**src/rtl/ssr_i2c_sequencer.sv**
```systemverilog
// I2C command sequencer for the speech front end: replays the ADC config table after reset,
// then issues one DATA_REG read per sample tick while a record window is open.
module ssr_i2c_sequencer #(
    parameter logic [6:0]            DEV_ADDR    = 7'h48,
    parameter int unsigned           CFG_LEN     = 3,
    parameter logic [CFG_LEN*24-1:0] CFG_TABLE   = 72'h03_0100_02_0080_01_C383,
    parameter logic [7:0]            DATA_REG    = 8'h00,
    parameter int unsigned           SAMPLE_DIV  = 625,
    parameter int unsigned           NUM_SAMPLES = 8000,
    parameter int unsigned           MAX_RETRY   = 2
) (
    input  logic        clk,
    input  logic        rst_n,
    input  logic        start,
    output logic        cmd_valid,
    input  logic        cmd_ready,
    output logic        cmd_rw,
    output logic [6:0]  cmd_addr,
    output logic [7:0]  cmd_reg,
    output logic [15:0] cmd_wdata,
    input  logic        rsp_valid,
    input  logic        rsp_nack,
    input  logic [15:0] rsp_rdata,
    output logic        sample_valid,
    output logic [15:0] sample_data,
    output logic        cfg_done,
    output logic        rec_active,
    output logic        overrun,
    output logic        fault
);

    localparam int CIW = (CFG_LEN > 1) ? $clog2(CFG_LEN) : 1;
    localparam int TW  = $clog2(SAMPLE_DIV);
    localparam int SCW = $clog2(NUM_SAMPLES + 1);
    localparam int RW  = (MAX_RETRY > 0) ? $clog2(MAX_RETRY + 1) : 1;

    localparam logic [TW-1:0]  TICK_RELOAD = TW'(SAMPLE_DIV - 1);
    localparam logic [CIW-1:0] CFG_LAST    = CIW'(CFG_LEN - 1);
    localparam logic [SCW-1:0] SMP_LAST    = SCW'(NUM_SAMPLES - 1);
    localparam logic [RW-1:0]  RETRY_LAST  = RW'(MAX_RETRY);

    typedef enum logic [2:0] {
        CFG_ISSUE,
        CFG_WAIT,
        IDLE,
        REC_TICK,
        RD_ISSUE,
        RD_WAIT,
        FAULT
    } state_t;

    state_t          state_q, state_d;
    logic            armed_q;
    logic            start_prev_q;
    logic [CIW-1:0]  cfg_idx_q, cfg_idx_d;
    logic [RW-1:0]   retry_q, retry_d;
    logic [TW-1:0]   tick_cnt_q, tick_cnt_d;
    logic [SCW-1:0]  smp_cnt_q, smp_cnt_d;
    logic [15:0]     sample_data_q, sample_data_d;
    logic            sample_valid_q, sample_valid_d;
    logic            cfg_done_q, cfg_done_d;
    logic            rec_active_q, rec_active_d;
    logic            overrun_q, overrun_d;
    logic            fault_q, fault_d;

    logic [23:0]     cfg_rom [CFG_LEN];
    logic [23:0]     cfg_entry;
    logic            issuing, handshake, in_wait, rsp_ok, rsp_bad;
    logic            retry_max, last_cfg, last_smp, start_edge, tick;

    for (genvar g = 0; g < CFG_LEN; g++) begin : g_rom
        assign cfg_rom[g] = CFG_TABLE[g*24 +: 24];
    end

    assign cfg_entry  = cfg_rom[cfg_idx_q];
    assign issuing    = armed_q && (state_q == CFG_ISSUE || state_q == RD_ISSUE);
    assign handshake  = issuing && cmd_ready;
    assign in_wait    = (state_q == CFG_WAIT) || (state_q == RD_WAIT);
    assign rsp_ok     = in_wait && rsp_valid && !rsp_nack;
    assign rsp_bad    = in_wait && rsp_valid && rsp_nack;
    assign retry_max  = (retry_q == RETRY_LAST);
    assign last_cfg   = (cfg_idx_q == CFG_LAST);
    assign last_smp   = (smp_cnt_q == SMP_LAST);
    assign start_edge = start && !start_prev_q;
    assign tick       = rec_active_q && (tick_cnt_q == '0);

    // NOTE: sequential state uses non-blocking assignments so every flop samples pre-edge values.
    always_ff @(posedge clk or negedge rst_n) begin
        if (!rst_n) state_q <= CFG_ISSUE;
        else        state_q <= state_d;
    end

    // NOTE: every signal gets a default first so no path through the case leaves it unassigned.
    always_comb begin
        state_d = state_q;
        unique case (state_q)
            CFG_ISSUE: if (handshake) state_d = CFG_WAIT;
            CFG_WAIT: begin
                if (rsp_ok)       state_d = last_cfg ? IDLE : CFG_ISSUE;
                else if (rsp_bad) state_d = retry_max ? FAULT : CFG_ISSUE;
            end
            IDLE:      if (start_edge) state_d = REC_TICK;
            REC_TICK:  if (tick) state_d = RD_ISSUE;
            RD_ISSUE:  if (handshake) state_d = RD_WAIT;
            RD_WAIT: begin
                if (rsp_ok)       state_d = last_smp ? IDLE : REC_TICK;
                else if (rsp_bad) state_d = retry_max ? FAULT : RD_ISSUE;
            end
            FAULT:     state_d = FAULT;
            default:   state_d = FAULT;
        endcase
    end

    always_comb begin
        cfg_idx_d      = cfg_idx_q;
        retry_d        = retry_q;
        tick_cnt_d     = tick_cnt_q;
        smp_cnt_d      = smp_cnt_q;
        sample_data_d  = sample_data_q;
        sample_valid_d = 1'b0;
        cfg_done_d     = cfg_done_q;
        rec_active_d   = rec_active_q;
        overrun_d      = overrun_q;
        fault_d        = fault_q;

        if (rec_active_q) tick_cnt_d = tick ? TICK_RELOAD : tick_cnt_q - TW'(1);

        // Retry budget is shared by config writes and sample reads; any success refills it.
        if (rsp_ok) begin
            retry_d = '0;
        end else if (rsp_bad) begin
            if (!retry_max) begin
                retry_d = retry_q + RW'(1);
            end else begin
                fault_d      = 1'b1;
                rec_active_d = 1'b0;
            end
        end

        case (state_q)
            CFG_WAIT: if (rsp_ok) begin
                if (last_cfg) cfg_done_d = 1'b1;
                else          cfg_idx_d  = cfg_idx_q + CIW'(1);
            end
            IDLE: if (start_edge) begin
                rec_active_d = 1'b1;
                tick_cnt_d   = TICK_RELOAD;
                smp_cnt_d    = '0;
            end
            RD_WAIT: if (rsp_ok) begin
                sample_data_d  = rsp_rdata;
                sample_valid_d = 1'b1;
                smp_cnt_d      = smp_cnt_q + SCW'(1);
                if (last_smp) rec_active_d = 1'b0;
            end
            default: ;
        endcase

        // A tick that finds a read still in flight is dropped, not queued.
        if (tick && (state_q == RD_ISSUE || state_q == RD_WAIT)) overrun_d = 1'b1;
    end

    always_ff @(posedge clk or negedge rst_n) begin
        if (!rst_n) begin
            armed_q        <= 1'b0;
            start_prev_q   <= 1'b0;
            cfg_idx_q      <= '0;
            retry_q        <= '0;
            tick_cnt_q     <= '0;
            smp_cnt_q      <= '0;
            sample_data_q  <= '0;
            sample_valid_q <= 1'b0;
            cfg_done_q     <= 1'b0;
            rec_active_q   <= 1'b0;
            overrun_q      <= 1'b0;
            fault_q        <= 1'b0;
        end else begin
            armed_q        <= 1'b1;
            start_prev_q   <= start;
            cfg_idx_q      <= cfg_idx_d;
            retry_q        <= retry_d;
            tick_cnt_q     <= tick_cnt_d;
            smp_cnt_q      <= smp_cnt_d;
            sample_data_q  <= sample_data_d;
            sample_valid_q <= sample_valid_d;
            cfg_done_q     <= cfg_done_d;
            rec_active_q   <= rec_active_d;
            overrun_q      <= overrun_d;
            fault_q        <= fault_d;
        end
    end

    // Command fields are forced to zero when not valid so the bus is all-zero in reset.
    always_comb begin
        cmd_valid    = issuing;
        cmd_rw       = issuing && (state_q == RD_ISSUE);
        cmd_addr     = issuing ? DEV_ADDR : 7'h00;
        cmd_reg      = 8'h00;
        cmd_wdata    = 16'h0000;
        if (issuing && state_q == RD_ISSUE) begin
            cmd_reg = DATA_REG;
        end else if (issuing) begin
            cmd_reg   = cfg_entry[23:16];
            cmd_wdata = cfg_entry[15:0];
        end
        sample_valid = sample_valid_q;
        sample_data  = sample_data_q;
        cfg_done     = cfg_done_q;
        rec_active   = rec_active_q;
        overrun      = overrun_q;
        fault        = fault_q;
    end

endmodule
```
**config.mk**
```make
export PLATFORM = sky130hd
export DESIGN_NAME = ssr_i2c_sequencer
export DESIGN_NICKNAME = d
export VERILOG_FILES = /design/src/rtl/ssr_i2c_sequencer.sv
export SDC_FILE = /design/constraint.sdc
export NUM_CORES = 1
export LEC_CHECK = 0
export ABC_AREA = 1
export CORE_MARGIN = 2
export CORE_UTILIZATION = 45
export CTS_CLUSTER_SIZE = 28
export DETAILED_ROUTE_END_ITERATION = 12
export DONT_BUFFER_PORTS = 1
export SLEW_MARGIN = 20
export SYNTH_ARGS = -nofsm -noshare
export SYNTH_HDL_FRONTEND = slang
export SYNTH_SLANG_ARGS = --single-unit
```
**constraint.sdc**
```tcl
create_clock -name clk -period 4.3 [get_ports clk]
set_input_delay 0.86 -clock clk [delete_from_list [all_inputs] [get_ports clk]]
set_output_delay 0.86 -clock clk [all_outputs]
set_load 0.01 [all_outputs]
```
==> summary.txt <==
Predominant post-synthesis flop cell: dfrtp_1
Multi-input gate area: 1350 um^2
Number of vias per cell: 4.85
Number of standard cells after synthesis: 395
Fraction of final layout cells with drive strength greater than 1: 8.74%
Launching point of the worst reg2reg path: state_q[1]
Buffer type at the clock tree root: clkbuf_8
Final ANT Viol Nets: 0
Cell total after placement: 458
Routed vias: 2259
Clock latency of the later-clocked register in the worst-skew pair: 320 ps
Synth cell types: 33
Highest attainable clock frequency: 335 MHz
Worst-Margin Slew: 879 ps
Clock Path Buffers: 2
Yosys Warn Count: 0
Nets: 415
Die area: 7380 um^2
Number of antenna violations at the first check in global routing: 0
Wire length of the first global-routing pass: 9450 um
Std-Cell Core Area: 6420 um^2
Detailed router's first-iteration violation count: 116
Remaining global-route overflow: 0
Worst-case clock skew: 16.9 ps
Sinks on Clock Net: 53
Area fraction of the dominant cell type after synthesis: 43.9%
Outcome: finished with violations
Cell with the most instances after synthesis: nand2_1
Hold Crit Class: in -> async
Per-instance average area after synthesis: 7.64 um^2
Worst-path fanout max: 6
Critical Path, Cell by Cell: nor2_1, nand2_1, inv_1, nand2_1, nor2_1
Worst path required time: 3440 ps
Largest stage delay on the critical path: 700 ps
Resize count post-CTS: 0
Via count of the first global-routing pass: 2077
DRT Pass-1 Iters: 9
Final setup violation count: 0
Site Rows: 29
Cell at the slowest stage of the critical path: nor2_1
Cell Pwr Density: 506 nW/um^2
Sum of net half-perimeters after detailed placement: 3990 um
Total routing usage reported by global routing: 15.8%
Total negative setup slack: 0 ps
Worst r2r dst: sample_data[1]
Count of filler cells inserted in the layout: 672
Count of flip-flops with a built-in enable after synthesis: 0
Depth of the CTS H-tree: 2
Static Leak: 0.00154 uW
Most frequent cells after synthesis: nand2_1, dfrtp_1, inv_1, nor2_1, nand3_1
RSZ-0062 raised after global routing: false
Worst Reg2Reg Path Length in Cells: 6
Portion of the clock cycle consumed by the worst path in the final layout: 69.4%
Top cell family by delay on the critical path: simple AND/OR/NAND/NOR gates
Failing checks: design-rule violations
IO Count: 76
Post-CTS Setup Bufs: 0
Area Overhead vs Synth: 0.663%
Number of inserted diodes: 0
Clock tree from TritonCTS: done
Number of hold buffers added after cts: 0
Initial core utilization: 47.0%
Total of flip-flops plus latches after synthesis: 53
DRC violations left: 2
Final non-filler cell total: 466
Count of final max-slew check failures: 0
Height of the die: 85.9 um
Reg-to-reg slack, setup: 2390 ps
Horizontal extent of the die: 85.9 um
Critical path launch point type: flop
Worst slew margin relative to its limit: 41.2%
Routed WL per cell: 11.8 um
Wire length reported by the detailed router: 5500 um
Footprint of the flip-flops and latches: 1330 um^2
Clock transition at the registers of the reported paths: 110 ps
Crit. End Element: output pin
IO buf count: 0
Cell type contributing the most total cell area after synthesis: dfrtp_1
Type of the worst setup path: reg -> out
Mapped Area: 3020 um^2
Share of flip-flops with an asynchronous set or reset after synthesis: 100%
Peak supply drop: 0.221 mV
Buf/Inv on CP: 1
Total clock buffers created by CTS: 5
Count of max-cap constraint violations: 0
Biggest area contributors in the synthesized netlist: dfrtp_1, nand2_1, buf_4
Pin count of the biggest net entering global routing: 54
Number of hold-slack violations in the final timing report: 0
Crit path DAT: 2120 ps
Last weighted congestion value of the routability-driven placer: 0.856
Sequential-to-total area share from yosys stat: 43.9%
Clock period minus final worst setup slack: 2980 ps
per-stage QoR:
step / power [uW] / hold slack [ps] / instance area (um^2) / setup slack [ps] / util, %
after global routing: 1680 / 196 / 3040 / 1100 / 47.3
after global placement: 1250 / 478 / 2940 / 1680 / 45.7
after floorplan: 1200 / 457 / 3090 / 2050 / -
after detailed placement: 1250 / 479 / 2940 / 1650 / 45.8
final: 1540 / 231 / 3040 / 1320 / 47.3
after CTS: 1560 / 204 / 3040 / 1290 / 47.3
cell families after synthesis:
group	count (synthesis)	synth area share, %
other	2	0.249
adders and majority gates	5	2.07
and+or+nand+nor	221	31.3
buffers and inverters	78	13.8
DFF	53	43.9
xor gates and xnor gates	5	1.45
AOI/OAI and AO/OA	31	7.09
state kept, by name, indices dropped and copies added, names as in the netlist:
name / flops
retry_q: 2
cfg_done: 1
state_q: 3
smp_cnt_q: 13
armed_q: 1
sample_valid: 1
cfg_idx_q: 2
fault: 1
rec_active: 1
sample_data: 16
overrun: 1
tick_cnt_q: 10
start_prev_q: 1
layout make-up:
class                   count  share of cell area [%]
flip-flops and latches     53                    43.7
well taps                  77                    3.17
clock inverters             3                   0.865
multi-input cells         283                    44.5
clock buffers               5                    2.27
inverters                  45                    5.56
power by group:
group          switching, uW  internal, uW  leakage (uW)
combinational            328           153      0.000816
clock                    178           121     0.0000495
sequential               138           621      0.000672
total                    643           895       0.00154
worst max-delay path by stage:
stage	from	endpoint	slack, ps	depth (start not counted)
2_1_floorplan	state_q[1]	cmd_wdata[14]	2050	6
3_3_place_gp	state_q[0]	cmd_wdata[9]	1680	5
3_5_place_dp	state_q[0]	cmd_wdata[9]	1650	5
4_1_cts	state_q[1]	cmd_wdata[9]	1290	5
5_1_grt	state_q[1]	cmd_wdata[1]	1100	5
6_report	state_q[1]	cmd_wdata[9]	1320	5
cell usage in the layout (no fill, tap or decap), drive strengths merged:
cell | netlist | routed
o211ai | 2 | 2
or2 | 4 | 4
o21a | 1 | 1
o32ai | 1 | 1
a21o | 3 | 3
clkbuf | 1 | 5
nor3 | 7 | 7
nor2 | 41 | 41
nand3 | 36 | 36
o21bai | 1 | 1
dfrtp | 53 | 53
and3 | 1 | 1
ha | 5 | 5
nand2 | 126 | 126
xor2 | 5 | 5
o21ai | 17 | 17
a21oi | 6 | 6
clkinv | 1 | 1
nand4 | 6 | 6
conb | 2 | 21
inv | 44 | 47
metal layers:
layer  wire length, um  global-route usage, %
met2              2600                   24.8
met4                33                   4.76
met3               247                   4.04
met5                 0                      0
met1              2620                   21.7
Power figures use the tool's default switching activity.
